`src/rtl/vc_to_dest_arbiter_pkg.sv`:
```
// Shared types and constants for the VC-to-destination arbiter.
package vc_to_dest_arbiter_pkg;

  typedef enum logic [1:0] {
    ST_RESET  = 2'd0,
    ST_IDLE   = 2'd1,
    ST_ACTIVE = 2'd2,
    ST_ERROR  = 2'd3
  } state_e;

  localparam logic DEST_D0 = 1'b0;
  localparam logic DEST_D1 = 1'b1;

endpackage

```
`src/rtl/vc_to_dest_arbiter_dest_hold_ctrl.sv`:
```
// Per-destination backpressure flag: turns the almost-full/almost-empty
// equality pulses into a level with hysteresis.
module dest_hold_ctrl (
  input  logic clk,
  input  logic rst_n,
  input  logic full,
  input  logic almost_full,
  input  logic almost_empty,
  input  logic empty,
  output logic hold
);

  logic hold_q, hold_d;

  // Setting dominates so a simultaneous fill/drain pulse never releases the hold.
  always_comb begin
    hold_d = hold_q;
    if (full || almost_full) begin
      hold_d = 1'b1;
    end else if (almost_empty || empty) begin
      hold_d = 1'b0;
    end
  end

  always_ff @(posedge clk) begin
    if (!rst_n) begin
      hold_q <= 1'b0;
    end else begin
      hold_q <= hold_d;
    end
  end

  assign hold = hold_q;

endmodule

```
`src/rtl/vc_to_dest_arbiter.sv`:
```
// Strict-priority pop from VC0/VC1 and routing of each word to D0 or D1
// through a two-stage registered pipeline.
module vc_to_dest_arbiter
  import vc_to_dest_arbiter_pkg::*;
#(
  parameter int data_width = 6,
  parameter int dest_bit   = 4
) (
  input  logic                  clk,
  input  logic                  reset,
  input  logic                  init,
  input  logic                  empty_fifo_VC0,
  input  logic                  empty_fifo_VC1,
  input  logic [data_width-1:0] data_out_VC0,
  input  logic [data_width-1:0] data_out_VC1,
  input  logic                  error_VC0,
  input  logic                  error_VC1,
  input  logic                  full_D0,
  input  logic                  full_D1,
  input  logic                  almost_full_D0,
  input  logic                  almost_full_D1,
  input  logic                  almost_empty_D0,
  input  logic                  almost_empty_D1,
  input  logic                  empty_D0,
  input  logic                  empty_D1,
  output logic                  pop_VC0,
  output logic                  pop_VC1,
  output logic                  push_D0,
  output logic                  push_D1,
  output logic [data_width-1:0] data_D0,
  output logic [data_width-1:0] data_D1,
  output logic                  active_out,
  output logic                  idle_out,
  output logic                  error_out
);

  logic rst_n;
  assign rst_n = reset & init;

  logic [1:0] full_v, afull_v, aempty_v, empty_v, hold_v;
  assign full_v   = {full_D1, full_D0};
  assign afull_v  = {almost_full_D1, almost_full_D0};
  assign aempty_v = {almost_empty_D1, almost_empty_D0};
  assign empty_v  = {empty_D1, empty_D0};

  for (genvar gi = 0; gi < 2; gi++) begin : g_hold
    dest_hold_ctrl u_hold (
      .clk          (clk),
      .rst_n        (rst_n),
      .full         (full_v[gi]),
      .almost_full  (afull_v[gi]),
      .almost_empty (aempty_v[gi]),
      .empty        (empty_v[gi]),
      .hold         (hold_v[gi])
    );
  end

  state_e state_q, state_d;
  logic pop0_q, pop0_d, pop1_q, pop1_d;
  logic s1_valid_q, s1_valid_d, s1_src_q, s1_src_d;
  logic push0_q, push0_d, push1_q, push1_d;
  logic [data_width-1:0] data0_q, data0_d, data1_q, data1_d;
  logic active_q, active_d, idle_q, idle_d, error_q, error_d;

  logic can_pop, run, drained;
  logic [data_width-1:0] word;

  always_comb begin
    can_pop = !hold_v[0] && !hold_v[1] && !full_D0 && !full_D1;
    run     = (state_q == ST_IDLE) || (state_q == ST_ACTIVE);
    drained = !pop0_q && !pop1_q && !s1_valid_q;
    // s1_src_q selects which FIFO's read data belongs to the word in flight.
    word    = s1_src_q ? data_out_VC1 : data_out_VC0;

    state_d = state_q;
    case (state_q)
      ST_RESET:  state_d = ST_IDLE;
      ST_IDLE:   if (can_pop && (!empty_fifo_VC0 || !empty_fifo_VC1)) state_d = ST_ACTIVE;
      ST_ACTIVE: if (empty_fifo_VC0 && empty_fifo_VC1 && drained) state_d = ST_IDLE;
      default:   state_d = ST_ERROR;
    endcase
    if (error_VC0 || error_VC1) begin
      state_d = ST_ERROR;
    end

    pop0_d     = 1'b0;
    pop1_d     = 1'b0;
    s1_valid_d = 1'b0;
    s1_src_d   = 1'b0;
    push0_d    = 1'b0;
    push1_d    = 1'b0;
    data0_d    = '0;
    data1_d    = '0;

    // Entering or sitting in ERROR drops everything in flight.
    if (state_d != ST_ERROR) begin
      pop0_d     = run && can_pop && !empty_fifo_VC0;
      pop1_d     = run && can_pop && empty_fifo_VC0 && !empty_fifo_VC1;
      s1_valid_d = pop0_q || pop1_q;
      s1_src_d   = pop1_q;
      if (s1_valid_q) begin
        if (word[dest_bit] == DEST_D1) begin
          push1_d = 1'b1;
          data1_d = word;
        end else if (word[dest_bit] == DEST_D0) begin
          push0_d = 1'b1;
          data0_d = word;
        end
      end
    end

    active_d = (state_d == ST_ACTIVE);
    idle_d   = (state_d == ST_IDLE);
    error_d  = (state_d == ST_ERROR);
  end

  always_ff @(posedge clk) begin
    if (!rst_n) begin
      state_q    <= ST_RESET;
      pop0_q     <= 1'b0;
      pop1_q     <= 1'b0;
      s1_valid_q <= 1'b0;
      s1_src_q   <= 1'b0;
      push0_q    <= 1'b0;
      push1_q    <= 1'b0;
      data0_q    <= '0;
      data1_q    <= '0;
      active_q   <= 1'b0;
      idle_q     <= 1'b0;
      error_q    <= 1'b0;
    end else begin
      state_q    <= state_d;
      pop0_q     <= pop0_d;
      pop1_q     <= pop1_d;
      s1_valid_q <= s1_valid_d;
      s1_src_q   <= s1_src_d;
      push0_q    <= push0_d;
      push1_q    <= push1_d;
      data0_q    <= data0_d;
      data1_q    <= data1_d;
      active_q   <= active_d;
      idle_q     <= idle_d;
      error_q    <= error_d;
    end
  end

  assign pop_VC0    = pop0_q;
  assign pop_VC1    = pop1_q;
  assign push_D0    = push0_q;
  assign push_D1    = push1_q;
  assign data_D0    = data0_q;
  assign data_D1    = data1_q;
  assign active_out = active_q;
  assign idle_out   = idle_q;
  assign error_out  = error_q;

endmodule

```
`config.mk`:
```
export PLATFORM = sky130hd
export DESIGN_NAME = vc_to_dest_arbiter
export DESIGN_NICKNAME = d
export VERILOG_FILES = /design/src/rtl/vc_to_dest_arbiter_pkg.sv /design/src/rtl/vc_to_dest_arbiter_dest_hold_ctrl.sv /design/src/rtl/vc_to_dest_arbiter.sv
export SDC_FILE = /design/constraint.sdc
export NUM_CORES = 1
export LEC_CHECK = 0
export ABC_AREA = 1
export CELL_PAD_IN_SITES_DETAIL_PLACEMENT = 0
export CELL_PAD_IN_SITES_GLOBAL_PLACEMENT = 1
export CORE_UTILIZATION = 27
export DETAILED_ROUTE_END_ITERATION = 10
export GPL_TIMING_DRIVEN = 0
export PLACE_DENSITY_LB_ADDON = 0.1
export SLEW_MARGIN = 0
export SYNTH_ARGS = -nofsm -noshare
export SYNTH_HDL_FRONTEND = slang
export SYNTH_SLANG_ARGS = --single-unit
```
`constraint.sdc`:
```
create_clock -name clk -period 1.4 [get_ports clk]
set_input_delay 0.14 -clock clk [delete_from_list [all_inputs] [get_ports clk]]
set_output_delay 0.14 -clock clk [all_outputs]
set_load 0.05 [all_outputs]
```
After elaboration in Yosys (flattened, before gate mapping)
Cells that the tools add are included.
Widths: inputs -> output; s select.
{"block": "op_classes", "div": 0, "muxes": 12, "n_mul": 0, "eq_ne": 6, "n_reduce_logical": 36, "n_shift": 0, "bitwise": 4, "magnitude_cmp": 0, "addsub": 0}
{"op": "$logic_and 1x1->1", "n": 12}
{"op": "$logic_not 1->1", "n": 9}
{"op": "$logic_or 1x1->1", "n": 8}
{"op": "$eq 2x2->1 const B", "n": 3}
{"op": "$mux 1", "n": 6}
{"op": "$mux 2", "n": 3}
{"op": "$mux 6", "n": 1}
{"op": "$pmux 2 s3", "n": 1}
{"op": "$mux 5", "n": 1}
{"op": "$eq 2x1->1 const B", "n": 2}
{"op": "$reduce_and 4->1", "n": 1}
{"op": "$reduce_bool 2->1", "n": 2}
{"op": "$reduce_or 4->1", "n": 1}
{"op": "$not 1->1", "n": 3}
{"op": "$reduce_and 3->1", "n": 1}
{"op": "$logic_not 2->1", "n": 1}
{"op": "$ne 2x2->1 const B", "n": 1}
{"op": "$reduce_and 2->1", "n": 1}
{"op": "$and 1x1->1", "n": 1}
{"block": "totals", "inputBits": 27, "output_inout_bits": 19, "memories": 0, "register_bits": 25, "elab_cells": 74, "rom_bits": 0, "ramBits": 0, "latch_bits": 0}

Longest topological paths before layout
{"block": "depth", "ltp_word": 11, "ltp_mapped": 9, "ltp_nobuf": 9}

By module
Synthesis repeated with hierarchy kept, for this count alone.
{"block": "unflattened", "hier_cells": 113, "hier_area_um2": 947.2}
{"module": "vc_to_dest_arbiter", "area_per_inst_um2": 857.1, "cells_per_inst": 99, "instances": 1, "seq_area_each_um2": 420.4}
{"module": "dest_hold_ctrl", "area_per_inst_um2": 45.0, "cells_per_inst": 7, "instances": 2, "seq_area_each_um2": 20.0}

Least setup slack after synthesis
No wires, ideal clock.
{"block": "synth_path", "kind": "reg2reg", "start": "register pop1_q, in the netlist pop_VC1", "end": "register data0_q[0], in the netlist data_D0[0]", "slack_ps": 57, "t_required_ps": 1335, "synth_period_minus_slack_ps": 1343, "t_arrival_ps": 1277, "setup_time_ps": 65, "stages_incl_launch_ff": 9, "path_buffers": 0, "cell_sequence": "dfxtp_1 -> nor2_2 -> nand3_2 -> nand2_1 -> nand2_1 -> nand2_2 -> nand2_4 -> nand3_2 -> nor2_1"}
{"block": "synth_between", "elab_chain_len": 10}
{"element": "start: declaration", "line": "vc_to_dest_arbiter.sv:59", "text": "logic pop0_q, pop0_d, pop1_q, pop1_d;"}
{"element": "start signal: assignment", "line": "vc_to_dest_arbiter.sv:134", "text": "pop1_q <= pop1_d;"}
{"element": "$logic_not 1->1", "line": "vc_to_dest_arbiter.sv:71", "text": "drained = !pop0_q && !pop1_q && !s1_valid_q;"}
{"element": "$logic_and 1x1->1 (2 in a row)", "line": "vc_to_dest_arbiter.sv:71"}
{"element": "$logic_and 1x1->1", "line": "vc_to_dest_arbiter.sv:79", "text": "ST_ACTIVE: if (empty_fifo_VC0 && empty_fifo_VC1 && drained) state_d = ST_IDLE;"}
{"element": "$mux 2", "line": "vc_to_dest_arbiter.sv:79"}
{"element": "$pmux 2 s3", "line": "vc_to_dest_arbiter.sv:76", "text": "case (state_q)"}
{"element": "$mux 2", "line": "vc_to_dest_arbiter.sv:82", "text": "if (error_VC0 || error_VC1) begin"}
{"element": "$ne 2x2->1", "line": "vc_to_dest_arbiter.sv:96", "text": "if (state_d != ST_ERROR) begin"}
{"element": "$not 1->1 (no line)"}
{"element": "$reduce_or 4->1 (no line)"}
{"element": "end signal: assignment", "line": "vc_to_dest_arbiter.sv:139", "text": "data0_q <= data0_d;"}
{"element": "end: declaration", "line": "vc_to_dest_arbiter.sv:62", "text": "logic [data_width-1:0] data0_q, data0_d, data1_q, data1_d;"}
No other way between the ends.
A chain may end at the register's enable or synchronous reset.

Final worst setup path
{"block": "layout_path", "start": "register state_q[1]", "end": "register data1_q[5], in the netlist data_D1[5]"}
{"block": "layout_between", "elab_chain_len": 5, "elab_cells_between_ends": 9, "cone_classes": "3 x eq/ne; 4 x mux; 2 x reduce/logical"}
{"element": "start: declaration", "line": "vc_to_dest_arbiter.sv:58", "text": "state_e state_q, state_d;"}
{"element": "start signal: assignment", "line": "vc_to_dest_arbiter.sv:132", "text": "state_q <= state_d;"}
{"element": "$eq 2x2->1 (tied with other cells)", "line": "vc_to_dest_arbiter.sv:76"}
{"element": "$pmux 2 s3 *", "line": "vc_to_dest_arbiter.sv:76"}
{"element": "$mux 2 *", "line": "vc_to_dest_arbiter.sv:82"}
{"element": "$ne 2x2->1 *", "line": "vc_to_dest_arbiter.sv:96"}
{"element": "$reduce_and 4->1 (no line) *"}
{"element": "end signal: assignment", "line": "vc_to_dest_arbiter.sv:140", "text": "data1_q <= data1_d;"}
{"element": "end: declaration", "line": "vc_to_dest_arbiter.sv:62"}
Mark *: on every way between the ends. The rest lies on a longest branch, timed or not.

==> flow_metrics.env <==
export IMPL_switching_power_mw=0.279
export IMPL_cts_num_sinks=23
export IMPL_netlist_area_um2=931
export IMPL_placeableCoreArea_mm2=0.00315
export IMPL_cts_root_buffer_cell="sky130_fd_sc_hd__clkbuf_4"
export IMPL_cts_buffers_inserted=3
export IMPL_ios=46
export IMPL_die_width_um=60.7
export IMPL_tns_ns=-0.0133
export IMPL_power_density_mw_per_mm2=759
export IMPL_rsz_0062_raised_after_global_routing="yes"
export IMPL_cts_htree_levels=1
export IMPL_syn_avg_cell_area_um2=8.39
export IMPL_main_combinational_cell_family_by_area_after_synthesis="simple AND/OR/NAND/NOR gates"
export IMPL_yosys_top_cells_area="sky130_fd_sc_hd__dfxtp_1 (49%), sky130_fd_sc_hd__nor2_1 (9.7%), sky130_fd_sc_hd__inv_1 (7.3%)"
export IMPL_final_layout_size_suffix_gt1_frac=0.247
export IMPL_hold_path_startpoint="init"
export IMPL_drt_drc_violations_left=0
export IMPL_count_of_input_and_output_buffers=44
export IMPL_synth_ff_latch_count=23
export IMPL_final_number_of_hold_violating_endpoints=0
export IMPL_layout_core_utilization=0.483
export IMPL_path_cells="buf_4, ha_2, nand2_1, inv_1, a21oi_2, nand2_2, nand2_4, nand3_4, nor2_2"
export IMPL_seqPwrFrac=0.579
export IMPL_floorplan_die_height_um=60.7
export IMPL_pre_cts_slack_ns=-0.184
export IMPL_slew_viol_final=0
export IMPL_synth_compound_area_share=0.0296
export IMPL_gp_routability_congestion=0.681
export IMPL_synth_top_cells_by_count="sky130_fd_sc_hd__nor2_1 (24), sky130_fd_sc_hd__dfxtp_1 (23), sky130_fd_sc_hd__inv_1 (18), sky130_fd_sc_hd__nand2_1 (14), sky130_fd_sc_hd__mux2i_1 (6)"
export IMPL_worst_setup_path_end_kind="flop"
export IMPL_yosysSeqAreaShare=0.495
export IMPL_grt_use_total=0.126
export IMPL_outcome="finished with violations"
export IMPL_critical_path_required_ns=1.65
export IMPL_worst_ir_drop_vdd_mv=0.490
export IMPL_worst_path_largest_cell_delay_ns=0.38
export IMPL_initial_core_utilization=0.295
export IMPL_r2r_start="state_q[1]"
export IMPL_dieArea_mm2=0.00369
export IMPL_synth_edff_count=0
export IMPL_synthFlopType="sky130_fd_sc_hd__dfxtp_1"
export IMPL_hold_path_class="in2reg"
export IMPL_synthDominantCellAreaShare=0.495
export IMPL_yosysMostFrequentCell="sky130_fd_sc_hd__nor2_1"
export IMPL_type_of_element_launching_the_critical_path="flop"
export IMPL_drt_antenna_violating_nets=0
export IMPL_p_leak_nw=0.719
export IMPL_final_critical_path_setup_slack_ns=-0.00635
export IMPL_via_count=831
export IMPL_flow_area_growth_from_synthesis_pct=63.7
export IMPL_achievable_frequency_mhz=711
export IMPL_max_cap_violations=0
export IMPL_path_clk_slew_ns=0.12
export IMPL_power_share_combinational=0.163
export IMPL_share_of_the_clock_period_used_by_the_worst_path_after_layout=1.00
export IMPL_final_cells=206
export IMPL_crit_path_class="reg2reg"
export IMPL_n_antenna_cell=0
export IMPL_worstPathMaxFanout=6
export IMPL_yosys_warnings=0
export IMPL_synth_async_reset_ratio=0
export IMPL_drt_first_pass_iters=4
export IMPL_antenna_found_initial=0
export IMPL_synthXorXnorAreaFrac=0
export IMPL_finalWorstPathRequiredPeriod_ns=1.41
export IMPL_violations="setup timing"
export IMPL_sw_frac_of_total=0.241
export IMPL_power_clock_fraction=0.258
export IMPL_clock_tree_buffer_depth=2
export IMPL_internal_power_mw=0.878
export IMPL_largest_net_degree_at_the_start_of_global_routing=13
export IMPL_globalRoute_totalOverflow=0
export IMPL_route_detailed_wl_per_inst_um=10.0
export IMPL_placed_cells=199
export IMPL_cp_startpoint="state_q[1]"
export IMPL_dp_hpwl_um=1640
export IMPL_number_of_global_route_vias_before_repair=837
export IMPL_source_to_sink_clock_delay_at_the_later_pin_of_the_worst_skew_pair_ns=0.30
export IMPL_synth_nets=142
export IMPL_slowest_stage="sky130_fd_sc_hd__dfxtp_4"
export IMPL_tritoncts_clock_tree="done"
export IMPL_vias_per_cell=4.03
export IMPL_yosys_cell_types_count=18
export IMPL_grt_pass1_wl_um=3330
export IMPL_num_nets_final=194
export IMPL_drt_total_wl_um=2070
export IMPL_synth_adder_area_share=0.0538
export IMPL_cell_accounting_for_the_most_synthesized_area="sky130_fd_sc_hd__dfxtp_1"
export IMPL_total_power_mw=1.16
export IMPL_worst_endpoint_arrival_ns=1.66
export IMPL_synth_cells=111
export IMPL_rows=20
export IMPL_yosys_area_share_simple=0.259
export IMPL_final_fill_count=347
export IMPL_postCtsHoldBufs=0
export IMPL_detail_route_iter0_violations=10
export IMPL_setup_violations_final=3
export IMPL_share_of_cell_area_taken_by_muxes_after_synthesis=0.0645
export IMPL_timing_clock_skew_ns=0.00107
[through the flow]
step	area [um^2]	hold slack, ns
after floorplan	931	0.296
after global placement	1430	0.448
after detailed placement	1430	0.455
after CTS	1430	0.451
after global routing	1520	0.461
final	1520	0.456
[final cells by class]
| type | count | area (um^2) | share of cell area |
|---|---|---|---|
| Clock buffer | 4 | 26.3 | 0.0172 |
| Inverter | 18 | 72.6 | 0.0476 |
| Multi-Input combinational cell | 67 | 440 | 0.289 |
| Buffer | 3 | 20.0 | 0.0131 |
| Tap cell | 44 | 55.1 | 0.0361 |
| Timing Repair Buffer | 47 | 442 | 0.290 |
| Sequential cell | 23 | 468 | 0.307 |
[placed cells by master, fill, tap and decap left out, drive strengths merged, types with 6 or more instances in the layout]
cell / n
dlygate4sd2: 15
inv: 18
nand3: 7
clkdlybuf4s50: 26
dfxtp: 23
nor2: 26
mux2i: 6
buf: 7
nand2: 17
[routing by layer]
layer | vias to the layer above | routed length, um | global-route usage
li1 | 434 | - | -
met1 | 371 | 880 | 0.142
met2 | 24 | 1070 | 0.223
met3 | 2 | 102 | 0.0448
met4 | 0 | 14 | 0.0390
met5 | - | 0 | 0
[state kept, by name (all words and copies together) (netlist names), 2 cells and up]
name / flops
g_hold.u_hold.hold: 2
state_q: 2
data_D1: 5
data_D0: 5
[power by group through the flow]
stage | combinational (mW) | clock [mW] | sequential (mW)
after floorplan | 0.0657 | 0 | 0.694
after global placement | 0.167 | 0 | 0.685
after detailed placement | 0.170 | 0 | 0.684
after CTS | 0.168 | 0.313 | 0.670
after global routing | 0.209 | 0.348 | 0.672
final | 0.189 | 0.298 | 0.670
[critical path: cells and delay by family, from the launching register on]
family                     cells  cell delay [ns]
adders and majority gates      1             0.16
DFF                            1             0.38
buffers and inverters          2             0.17
AOI/OAI and AO/OA              1             0.13
and+or+nand+nor                5             0.49
[repair_timing]
| item | 4_1_cts | 5_1_grt |
|---|---|---|
| pin swaps | 0 | 9 |
| setup buffers | 0 | 3 |
| endpoints found under the setup margin | 33 | 18 |
| resized for setup | 22 | 26 |
[kinds of logic after synthesis]
kind of cell,after synthesis
AO/OA/AOI/OAI,4
adder cells (fa/ha/maj),4
buffers and inverters,21
flip-flops,23
multiplexers,6
other,1
AND/OR/NAND/NOR,52
[path summary, 6_finish.rpt]
kind                      endpoint  slack, ns  cells past startpoint
max                     data_D1[5]     -0.006                      9
min          g_hold[1].u_hold.hold       0.46                      3
max reg2reg             data_D1[5]     -0.006                      9
min reg2reg               s1_src_q       0.48                      2
Power figures use the tool's default switching activity.
